==> config.mk <==
export PLATFORM = sky130hd
export DESIGN_NAME = imem_fetch_arbiter
export DESIGN_NICKNAME = d
export VERILOG_FILES = /design/src/rtl/imem_fetch_arbiter.sv
export SDC_FILE = /design/constraint.sdc
export NUM_CORES = 1
export LEC_CHECK = 0
export BUFFER_PORTS_ARGS = -buffer_cell sky130_fd_sc_hd__buf_2
export CAP_MARGIN = 0
export CORE_UTILIZATION = 46
export CTS_BUF_LIST = sky130_fd_sc_hd__clkbuf_16
export DETAILED_ROUTE_END_ITERATION = 8
export PLACE_DENSITY = 0.87
export SYNTH_ARGS = -nofsm -noshare
export SYNTH_HDL_FRONTEND = slang
export SYNTH_SLANG_ARGS = --single-unit
==> constraint.sdc <==
create_clock -name clock -period 2.14 [get_ports clock]
set_input_delay 0.107 -clock clock [delete_from_list [all_inputs] [get_ports clock]]
set_output_delay 0.107 -clock clock [all_outputs]
set_load 0.02 [all_outputs]
==> src/rtl/imem_fetch_arbiter.sv <==
// Arbitrates the single instruction-memory read port between CPU fetch and a debug reader.
// Define IMEM_ARB_RR_EN for round-robin ties; default is CPU priority with a dbg starvation guard.
module imem_fetch_arbiter #(
  parameter int ADDR_WIDTH   = 32,
  parameter int INSTR_WIDTH  = 32,
  parameter int STARVE_LIMIT = 15
) (
  input  logic                   clock,
  input  logic                   reset,
  input  logic                   cpu_req_valid,
  output logic                   cpu_req_ready,
  input  logic [ADDR_WIDTH-1:0]  cpu_req_addr,
  output logic                   cpu_rsp_valid,
  input  logic                   cpu_rsp_ready,
  output logic [INSTR_WIDTH-1:0] cpu_rsp_instr,
  output logic                   cpu_rsp_err,
  input  logic                   dbg_req_valid,
  output logic                   dbg_req_ready,
  input  logic [ADDR_WIDTH-1:0]  dbg_req_addr,
  output logic                   dbg_rsp_valid,
  input  logic                   dbg_rsp_ready,
  output logic [INSTR_WIDTH-1:0] dbg_rsp_data,
  output logic [ADDR_WIDTH-1:0]  mem_addr,
  input  logic [INSTR_WIDTH-1:0] mem_instr
);

  typedef enum logic [1:0] {IDLE, INFLIGHT, HOLD} state_t;
  localparam logic OWN_CPU = 1'b0;
  localparam logic OWN_DBG = 1'b1;

  state_t                 state;
  logic                   owner;
  logic                   err_q;
  logic [INSTR_WIDTH-1:0] hold_q;
  logic [ADDR_WIDTH-1:0]  addr_q;

  logic                   owner_rdy, opp, dbg_first, dbg_win, cpu_win, accept, rsp_live;
  logic [ADDR_WIDTH-1:0]  win_addr;
  logic [INSTR_WIDTH-1:0] rsp_word;

  // A new read may issue only when the previous one has nowhere to stall.
  assign owner_rdy = (owner == OWN_DBG) ? dbg_rsp_ready : cpu_rsp_ready;
  assign opp       = !reset && (state == IDLE || (state == INFLIGHT && owner_rdy));

`ifdef IMEM_ARB_RR_EN
  logic last_win;
  assign dbg_first = (last_win == OWN_CPU);
`else
  localparam int SW = $clog2(STARVE_LIMIT + 1);
  logic [SW-1:0] starve;
  assign dbg_first = (starve == SW'(STARVE_LIMIT));
`endif

  assign dbg_win  = opp && dbg_req_valid && (!cpu_req_valid || dbg_first);
  assign cpu_win  = opp && cpu_req_valid && !dbg_win;
  assign accept   = cpu_win || dbg_win;
  assign win_addr = dbg_win ? dbg_req_addr : cpu_req_addr;

  assign cpu_req_ready = cpu_win;
  assign dbg_req_ready = dbg_win;
  assign mem_addr      = accept ? win_addr : addr_q;

  assign rsp_live      = (state == INFLIGHT) || (state == HOLD);
  assign rsp_word      = (state == HOLD) ? hold_q : mem_instr;
  assign cpu_rsp_valid = rsp_live && (owner == OWN_CPU);
  assign dbg_rsp_valid = rsp_live && (owner == OWN_DBG);
  assign cpu_rsp_instr = rsp_word;
  assign dbg_rsp_data  = rsp_word;
  assign cpu_rsp_err   = cpu_rsp_valid && err_q;

  always_ff @(posedge clock) begin
    if (reset) begin
      state  <= IDLE;
      owner  <= OWN_CPU;
      err_q  <= 1'b0;
      hold_q <= '0;
      addr_q <= '0;
    end else if (accept) begin
      state  <= INFLIGHT;
      owner  <= dbg_win;
      err_q  <= |win_addr[1:0];
      addr_q <= win_addr;
    end else begin
      case (state)
        INFLIGHT: begin
          if (owner_rdy) state <= IDLE;
          else begin
            hold_q <= mem_instr;
            state  <= HOLD;
          end
        end
        HOLD:    if (owner_rdy) state <= IDLE;
        default: state <= IDLE;
      endcase
    end
  end

`ifdef IMEM_ARB_RR_EN
  // Reset to dbg so the first tie after reset goes to the CPU.
  always_ff @(posedge clock) begin
    if (reset)       last_win <= OWN_DBG;
    else if (accept) last_win <= dbg_win;
  end
`else
  always_ff @(posedge clock) begin
    if (reset || !dbg_req_valid || dbg_win) starve <= '0;
    else if (opp && starve != SW'(STARVE_LIMIT)) starve <= starve + 1'b1;
  end
`endif

endmodule

* After elaboration in Yosys (flattened, before gate mapping)
Index checks and enable logic that the tools add are counted.
** Cells by class
- Reductions and logical operators :: 24
- Equal/unequal tests :: 6
- Add/subtract/negate cells :: 1
- Shift operators :: 0
- Muxes and demuxes :: 8
- Divide/modulo/power cells :: 0
- Multipliers :: 0
- Magnitude comparators :: 0
- Bitwise gates (word level) :: 3
** Operators with widths (count)
- 2-to-1 mux 32 bit :: 3
- logical AND 1 bit :: 10
- logical OR 1 bit :: 6
- adder 4 x 1 -> 4 bit, second input constant :: 1
- equality test 4 bit, second input constant :: 1
- zero test 1 bit :: 4
- 2-to-1 mux 2 bit :: 2
- inequality test 4 bit, second input constant :: 1
- one-hot mux 2 bit (2 select lines) :: 1
- OR reduction 2 bit :: 2
- inequality test 3 bit, second input constant :: 1
- NOT 1 bit :: 3
- AND reduction 3 bit :: 1
- equality test 2 x 1 -> 1 bit, second input constant :: 1
- equality test 2 bit, second input constant :: 1
- zero test 2 bit :: 1
- 2-to-1 mux 1 bit :: 2
- inequality test 2 bit, second input constant :: 1
** Word-level totals
- Bits in writable memories :: 0
- Memories :: 0
- Word-level logic and storage cells :: 49
- Output and inout port bits :: 101
- Memory bits (read-only) :: 0
- Bits of input ports :: 102
- Bits in latches :: 0
- Register bits :: 72

* Logic depth before layout (Yosys ltp)
Gate-level depths: netlist (run 1).
- Depth after elaboration :: 11
- Gate-level depth with buffers :: 8

* Worst setup path after synthesis (run 1)
Ideal clock, no wire load.
- Path type :: register to output
- From :: register starve[0]
- To :: output port mem_addr[10]
- Slack :: 0.197 ns
- Data required time :: 2.033 ns
- Data arrival time :: 1.836 ns
- Cell stages (with the launch flop) :: 9
- Path through :: dfxtp_1 ha_1 nand3_1 a21boi_2 nand2_2 inv_2 buf_2 nand2_1 a31oi_1
** On the way
- Cells in the longest elaborated chain, start to end :: 7
** Ends and longest elaborated chain
- from (decl) :: line 50 : logic [SW-1:0] starve;
- from (signal assigned) :: line 107 : else if (opp && starve != SW'(STARVE_LIMIT)) starve <= starve + 1'b1;
- equality test 4 bit (*) :: line 51 : assign dbg_first = (starve == SW'(STARVE_LIMIT));
- logical OR 1 bit (*) :: line 54 : assign dbg_win = opp && dbg_req_valid && (!cpu_req_valid || dbg_first);
- logical AND 1 bit (*) :: line 54
- net dbg_req_ready :: line 18 : output logic dbg_req_ready,
- zero test 1 bit :: line 55 : assign cpu_win = opp && cpu_req_valid && !dbg_win;
- logical AND 1 bit :: line 55
- logical OR 1 bit :: line 56 : assign accept = cpu_win || dbg_win;
- 2-to-1 mux 32 bit (*)
- to (decl) :: line 23 : output logic [ADDR_WIDTH-1:0] mem_addr,
Mark *: on every way through the listed nets, which the timed path passes. The rest lies on a longest branch.

* Final worst setup path (run 1)
- From :: register starve[1]
- To :: output port mem_addr[29]
** On the way
- Cells in the longest elaborated chain, start to end :: 7
** Ends and longest elaborated chain (line)
- equality test 4 bit (*) :: 51
- logical OR 1 bit (*) :: 54
- logical AND 1 bit (*) :: 54
- zero test 1 bit :: 55
- logical AND 1 bit :: 55
- logical OR 1 bit :: 56
- 2-to-1 mux 32 bit (*)
Every way passes the cells marked *; elsewhere a longest branch is shown, timed or not.

==> metrics.yaml, run 1 <==
cts_tree: "built"
rows: 33
ys.flop_type: "dfxtp_1"
cp-start-kind: "flip-flop"
design_area_um2: 6060
clk-insertion-delay-late_ns: 0.33
nNetsFinal: 765
antenna_found_initial: 0
reg2reg_slack_ns: 0.27
endpoint_kind: "output port"
clockBufferDepth: 2
synth_edf_count: 0
wl_mm: 14.2
setup_ws_ns: -0.0843
syn_area_um2: 3910
slew_headroom_pct: 54.7
pwr-share-seq_pct: 34.9
cts_sinks: 72
postLayoutCoreUtil_pct: 73.7
viasPerCell: 5.87
yosysTopAreaCell: "dfxtp_1"
drt_iter0_drc: 208
fin_crit_ns: 2.22
timing.rr.start: "starve[1]$_SDFFE_PP0P_"
antenna_cells: 0
p_sw_share_pct: 31.8
hold_path.class: "in2reg"
p_sw_mw: 1.32
tns_ns: -0.666
combPwrFrac_pct: 30.2
clk_pin_slew_worst_paths_ns: 0.06
dieArea_um2: 8880
dp_cells: 727
synth_top_area_share_pct: 36.9
fin_crit_sh_pct: 104
leakagePower_nw: 2.62
finalSetupViolCount: 22
async_reset_ff_share_pct: 0
gr-total-overflow: 0
final_cells: 769
seq_area_frac_synth_pct: 36.9
power_density_nw_per_um2: 683
drtAntennaViolNets: 0
rsz0062_at_grt: "true"
yosysWarnings: 0
worst_ep_arrival_time_ns: 2.12
path_cells: "ha_4 > nand3_4 > a21boi_4 > nand2_8 > clkinv_8 > buf_12 > nand2_2 > a31oi_4 > buf_6"
reg2reg_depth: 9
syn-num-nets: 583
coreArea_um2: 8220
grt_max_degree: 56
grt_use_total_pct: 23.7
worstMarginPinSlew_ns: 0.680
pwr-share-clk_pct: 34.9
vias: 4515
place_ws_ns: 0.122
crit_path_top_delay_cell: "dfxtp_4"
cts_root_buffer: "clkbuf_16"
violations: "setup timing"
report.final.hold_viol_count: 0
ios: 203
dp_hpwl_mm: 7.36
cp.depth: 9
place_congestion: 0.803
area_growth_pct: 54.9
ys_seq_elements: 72
avgSynthCellArea_um2: 8.20
endpoint: "mem_addr[29]"
cts_hold_buf: 0
drv_cap: 0
holdWs_ns: 0.0342
outcome: "complete, but fails checks"
synth_cell_types: 35
p_int_mw: 2.82
crit_family: "compound AO/OA/AOI/OAI gates"
max_stage_delay_ns: 0.36
fin_skew_ns: 0.0111
start_util_pct: 47.6
dpl_cell_area_um2: 4780
drc: 0
grt_pass1_vias: 3710
numPortBuffers: 202
drive_gt1_share_pct: 56.2
nFillCells: 544
r2r-end: "addr_q[21]$_SDFF_PP0_"
crit_fanout: 8
cts_buffers: 9
yosys-top-cells-area: "dfxtp_1 37%, nand2_1 12%, mux2_2 9.2%"
die_x_um: 94.2
cp_num_buf_inv: 3
cts-htree-levels: 3
die_h_um: 94.2
syn_inst: 477
max_freq_mhz: 450
critPathLaunch: "starve[1]$_SDFFE_PP0P_"
power_mw: 4.14
wire_per_inst_um: 18.5
required_ns: 2.03
drtPass1Iterations: 7
grt_pass1_wl_mm: 16.6
peakVddDrop_mv: 0.403
critical_path_class: "reg2out"
maxSlewViolCount: 0
-- worst register-to-register path, cell delays in order (launching register included) --
cell and delay (ns):
dfxtp_4 0.36, ha_4 0.16, nand3_4 0.09, a21boi_4 0.26, nand2_8 0.15, clkinv_8 0.12
clkbuf_16 0.19, nand2_4 0.07, buf_4 0.13, a311oi_1 0.25
-- state kept, by name (all words and copies together), names as in the netlist --
register / cells
starve: 4
err_q: 1
hold_q: 32
addr_q: 32
owner: 1
state: 2
-- worst min path at each step --
stage | slack, ns | cells past startpoint | from | end
5_1_grt | 0.03 | 3 | mem_instr[5] | hold_q[5]$_SDFFE_PP0P_
6_report | 0.03 | 3 | mem_instr[28] | hold_q[28]$_SDFFE_PP0P_
4_1_cts | 0.02 | 3 | mem_instr[0] | hold_q[0]$_SDFFE_PP0P_
3_3_place_gp | 0.36 | 3 | mem_instr[9] | hold_q[9]$_SDFFE_PP0P_
3_5_place_dp | 0.37 | 3 | mem_instr[0] | hold_q[0]$_SDFFE_PP0P_
2_1_floorplan | 0.24 | 2 | mem_instr[0] | hold_q[0]$_SDFFE_PP0P_
-- kinds of logic after synthesis --
| logic type | after synthesis | synth area share, % |
|---|---|---|
| AOI/OAI and AO/OA | 102 | 19.5 |
| xor gates and xnor gates | 2 | 0.448 |
| adders and majority gates | 4 | 1.28 |
| buffers and inverters | 72 | 11.5 |
| DFF | 72 | 36.9 |
| muxes | 39 | 11.1 |
| and+or+nand+nor | 186 | 19.3 |
-- power groups by stage --
stage | clock, mW | sequential [mW] | combinational (mW)
floorplan | 0 | 1.46 | 0.639
global placement | 0 | 1.46 | 0.878
detailed placement | 0 | 1.47 | 0.899
CTS | 1.47 | 1.44 | 0.946
global route | 1.54 | 1.45 | 1.31
finish | 1.45 | 1.44 | 1.25
-- metal layers --
metal | share of wire [%] | routed length, µm | global-route usage [%] | up-vias
met1 | 36 | 5080 | 25.1 | 2067
met4 | 5.1 | 727 | 8.97 | 0
met3 | 10 | 1440 | 4.94 | 74
li1 | - | - | - | 2011
met5 | 0 | 0 | 0 | -
met2 | 49 | 6950 | 45.2 | 363
-- placed cells by master (no fill, tap or decap), types with 2 or more instances in the layout --
cell type / count
mux2_2: 32
inv_2: 2
buf_2: 174
nor2b_1: 3
a31oi_2: 3
buf_16: 2
dfxtp_4: 3
mux2i_1: 4
xnor2_1: 2
buf_6: 21
a21oi_1: 34
nor2_1: 35
nor3_1: 2
nand3_1: 2
a311oi_1: 18
a311oi_2: 12
a211oi_1: 2
clkinv_2: 2
clkbuf_16: 15
a21oi_2: 2
and2_1: 2
ha_4: 3
clkinvlp_4: 2
a31oi_1: 15
buf_12: 6
nor2_2: 4
and3_1: 2
nand2_1: 92
a31oi_4: 12
dfxtp_1: 68
clkinv_1: 2
nand2_2: 20
buf_4: 30
nor4_1: 2
nand2_4: 15
-- synthesized netlist by cell type (2+ instances only) --
cell type	count
a21oi_1	36
nor2_1	39
xnor2_1	2
mux2i_1	6
a211oi_1	2
and2_1	2
buf_6	5
inv_1	3
dfxtp_1	72
mux2_2	32
ha_1	4
and3_1	2
nor3_1	2
nand3_1	3
buf_2	14
buf_4	33
a311oi_1	18
clkbuf_1	16
a311oi_2	12
nor4_1	2
nor2b_1	3
a31oi_1	30
nand2_1	127
-- area by class of cell --
class	instances	area (µm²)	area share [%]
timing repair buffer	239	1660	27.4
multi-input combinational	333	2500	41.3
sequential	72	1450	24.0
inverter	4	27.5	0.454
clock buffer	9	225	3.72
tap	105	131	2.17
clock inverter	7	62.6	1.03
-- timing repair --
| item | in CTS | in global routing |
|---|---|---|
| endpoints found under the setup margin | 31 | 32 |
| gates cloned | 2 | 8 |
| pin swaps | 8 | 37 |
| gates resized for setup | 26 | 130 |
| setup buffers | 6 | 11 |
Note: power is estimated with default switching activity, not from simulation.
==> run 2, diff against run 1 <==
--- a/config.mk
+++ b/config.mk
@@ -5,6 +5,7 @@
 export SDC_FILE = /design/constraint.sdc
 export NUM_CORES = 1
 export LEC_CHECK = 0
+export ABC_AREA = 1
 export BUFFER_PORTS_ARGS = -buffer_cell sky130_fd_sc_hd__buf_2
 export CAP_MARGIN = 0
 export CORE_UTILIZATION = 46
==> metrics.yaml, run 2 <==
outcome: "finished, final reports clean"  # was complete, but fails checks
yosysWarnings: 0  # unchanged
rsz0062_at_grt: "true"  # unchanged
finalSetupViolCount: 0  # was 22
yosys-top-cells-area: "dfxtp_1 37%, nand2_1 14%, nor2_1 12%"  # was dfxtp_1 37%, nand2_1 12%, mux2_2 9.2%
wl_met2_mm: 5.15  # was 6.95 mm
required_ns: 2.03  # about the same
antenna_cells: 0  # unchanged
yosysTopAreaCell: "dfxtp_1"  # unchanged
leakagePower_nw: 2.99  # was 2.62 nW
grt_pass1_wl_mm: 14.9  # was 16.6 mm
max_freq_mhz: 475  # was 450 MHz
syn_area_um2: 3940  # was 3910 µm²
cp_num_buf_inv: 3  # unchanged
grt_use_total_pct: 20.9  # was 23.7%
ys.flop_type: "dfxtp_1"  # unchanged
place_congestion: 0.771  # was 0.803
grt_max_degree: 39  # was 56
report.final.hold_viol_count: 0  # unchanged
drt_iter0_drc: 146  # was 208
fin_crit_sh_pct: 98.5  # was 104%
fin_skew_ns: 0.00948  # was 0.0111 ns
cts_sinks: 72  # unchanged
max_stage_delay_ns: 0.37  # was 0.36 ns
drtPass1Iterations: 4  # was 7
syn_inst: 617  # was 477
synth_top_area_share_pct: 36.6  # was 36.9%
start_util_pct: 47.7  # was 47.6%
crit_top_cell: "nand2_8"
endpoint_kind: "output port"  # unchanged
grt_pass1_vias: 3559  # was 3710
avgSynthCellArea_um2: 6.39  # was 8.20 µm²
dieArea_um2: 8940  # was 8880 µm²
async_reset_ff_share_pct: 0  # unchanged
place_ws_ns: 0.187  # was 0.122 ns
synth_edf_count: 0  # unchanged
reg2reg_depth: 11  # was 9
drv_cap: 0  # unchanged
top_regs: "addr_q (32), hold_q (32), starve (4)"  # unchanged
drive_gt1_share_pct: 35.7  # was 56.2%
clk-insertion-delay-late_ns: 0.32  # was 0.33 ns
crit_fanout: 10  # was 8
holdPathStages: 3  # unchanged
antenna_found_initial: 0  # unchanged
cts_tree: "built"  # unchanged
wire_per_inst_um: 11.6  # was 18.5 µm
vias: 4268  # was 4515
drc: 0  # unchanged
r2r-end: "hold_q[3]$_SDFFE_PP0P_"  # was addr_q[21]$_SDFF_PP0_
layout_commonest_cell: "buf_2"  # unchanged
crit_path_top_delay_cell: "dfxtp_4"  # unchanged
wl_met3_um: 861  # was 1.44 mm
holdPathEnd: "hold_q[5]$_SDFFE_PP0P_"  # was hold_q[28]$_SDFFE_PP0P_
die_h_um: 94.6  # was 94.2 µm
worstMarginPinSlew_ns: 0.419  # was 0.680 ns
setup_ws_ns: 0.0331  # was -0.0843 ns
cts_hold_buf: 0  # unchanged
cp-start-kind: "flip-flop"  # unchanged
ios: 203  # unchanged
highest_layer: "met4"  # unchanged
fin_crit_ns: 2.11  # was 2.22 ns
nNetsFinal: 893  # was 765
wl_met1_mm: 4.25  # was 5.08 mm
yosysMostFrequentCell: "nand2_1"  # unchanged
timing.rr.start: "state[1]$_SDFFE_PP0P_"  # was starve[1]$_SDFFE_PP0P_
numPortBuffers: 202  # unchanged
coreArea_um2: 8260  # was 8220 µm²
peakVddDrop_mv: 0.431  # was 0.403 mV
maxSlewViolCount: 0  # unchanged
cts_root_buffer: "clkbuf_16"  # unchanged
yosys-top-cells-count: "149 x nand2_1, 130 x nor2_1, 72 x dfxtp_1, 72 x inv_1, 39 x a21oi_1"  # was 127 x nand2_1, 72 x dfxtp_1, 39 x nor2_1
clk_pin_slew_worst_paths_ns: 0.06  # about the same
rows: 33  # unchanged
drtAntennaViolNets: 0  # unchanged
holdCritStartpoint: "mem_instr[5]"  # was mem_instr[28]
tns_ns: 0  # was -0.666 ns
crit_family: "simple AND/OR/NAND/NOR gates"  # was compound AO/OA/AOI/OAI gates
wl_mm: 10.4  # was 14.2 mm
cts_buffers: 9  # unchanged
slew_headroom_pct: 72.0  # was 54.7%
viasPerCell: 4.76  # was 5.87
power_density_nw_per_um2: 699  # was 683 nW/µm²
cts-htree-levels: 3  # unchanged
hold_path.class: "in2reg"  # unchanged
area_growth_pct: 39.3  # was 54.9%
worst_ep_arrival_time_ns: 2.00  # was 2.12 ns
die_x_um: 94.6  # was 94.2 µm
clockBufferDepth: 2  # unchanged
final_cell_mix: "199 x buf_2, 149 x nand2_1, 130 x nor2_1"  # was 174 x buf_2, 92 x nand2_1, 68 x dfxtp_1
critical_path_class: "reg2out"  # unchanged
dp_hpwl_mm: 6.90  # was 7.36 mm
path_cells: "ha_4 > nand3_4 > a21oi_4 > nand2_8 > nand2_8 > clkbuf_16 > nand3_1 > o21ai_4 > inv_1 > buf_2"  # was ha_4 > nand3_4 > a21boi_4 > nand2_8 > clkinv_8 > buf_12 > nand2_2 > a31oi_4 > buf_6
seq_area_frac_synth_pct: 36.6  # was 36.9%
reg2reg_slack_ns: 0.27  # about the same
syn-num-nets: 723  # was 583
synth_cell_types: 28  # was 35
ys_seq_elements: 72  # unchanged
gr-total-overflow: 0  # unchanged
## run 2: cell types whose count changed after synthesis, sizes merged, moves of 30 or more
| cell | delta |
|---|---|
| nor2 | +91 |
| inv | +71 |
| nand3 | +39 |
| mux2 | -33 |
| o21ai | +31 |
| a311oi | -30 |
| a31oi | -30 |
## run 2: worst max path at each step
stage                                      start                to  slack (ns)  depth (start not counted)
after floorplan            state[0]$_SDFFE_PP0P_  dbg_rsp_data[11]        0.38                          6
final                     starve[0]$_SDFFE_PP0P_      mem_addr[26]        0.03                         10
after global routing      starve[0]$_SDFFE_PP0P_      mem_addr[26]       -0.09                         10
after detailed placement  starve[0]$_SDFFE_PP0P_      mem_addr[10]        0.19                         10
after global placement    starve[0]$_SDFFE_PP0P_      mem_addr[20]        0.23                         10
after CTS                 starve[1]$_SDFFE_PP0P_      mem_addr[20]       0.003                          9
## run 2: kinds of logic (layout without fill, tap and decap cells)
kind of cell	count (synthesis)	in the layout	share of synthesized area, %
AO/OA/AOI/OAI	73	73	10.1
AND/OR/NAND/NOR	328	328	33.9
adder cells (fa/ha/maj)	4	4	1.27
buffers and inverters	140	314	18.1
flip-flops	72	72	36.6
## run 2: per-layer routing
layer  track usage [%]  vias up
li1                  -     2187
met1              22.8     1891
met2              38.6      179
met3              5.48       11
met4              7.32        0
met5                 0        -
## run 2: repair_timing
item,CTS,global route
pin swaps,3,4
setup endpoints to repair,31,32
cloned,1,4
gates resized for setup,11,49
buffers inserted,3,4
## run 2: through the flow
stage          hold slack (ns)  cell area (µm²)  util [%]  std cells  total power [mW]
2_1_floorplan            0.242             3940         -        617              2.14
3_3_place_gp             0.347             4790      58.1        869              2.40
3_5_place_dp             0.354             4790      58.1        869              2.42
4_1_cts                 0.0180             5140      62.3        888              3.74
5_1_grt                 0.0328             5490      66.5        896              4.04
6_report                0.0288             5490      66.5        896              3.83
## run 2: where the power goes
part	internal [mW]	switching, mW
registers	1.43	0.0396
clock network	0.759	0.535
logic	0.419	0.655
total	2.61	1.23
## run 2: cell type report
class	count	area (µm²)
clock buffers	9	225
multi-input cells	405	1990
fillers	729	2770
well taps	105	131
repair buffers	224	1370
clock inverters	6	27.5
flip-flops and latches	72	1450
inverters	75	297
## run 2: worst reg2reg max path: cells and delay by family, from the launching register on
family	cells	cell delay (ns)
DFF	1	0.35
AOI/OAI and AO/OA	1	0.14
adders and majority gates	1	0.17
buffers and inverters	3	0.46
and+or+nand+nor	6	0.65
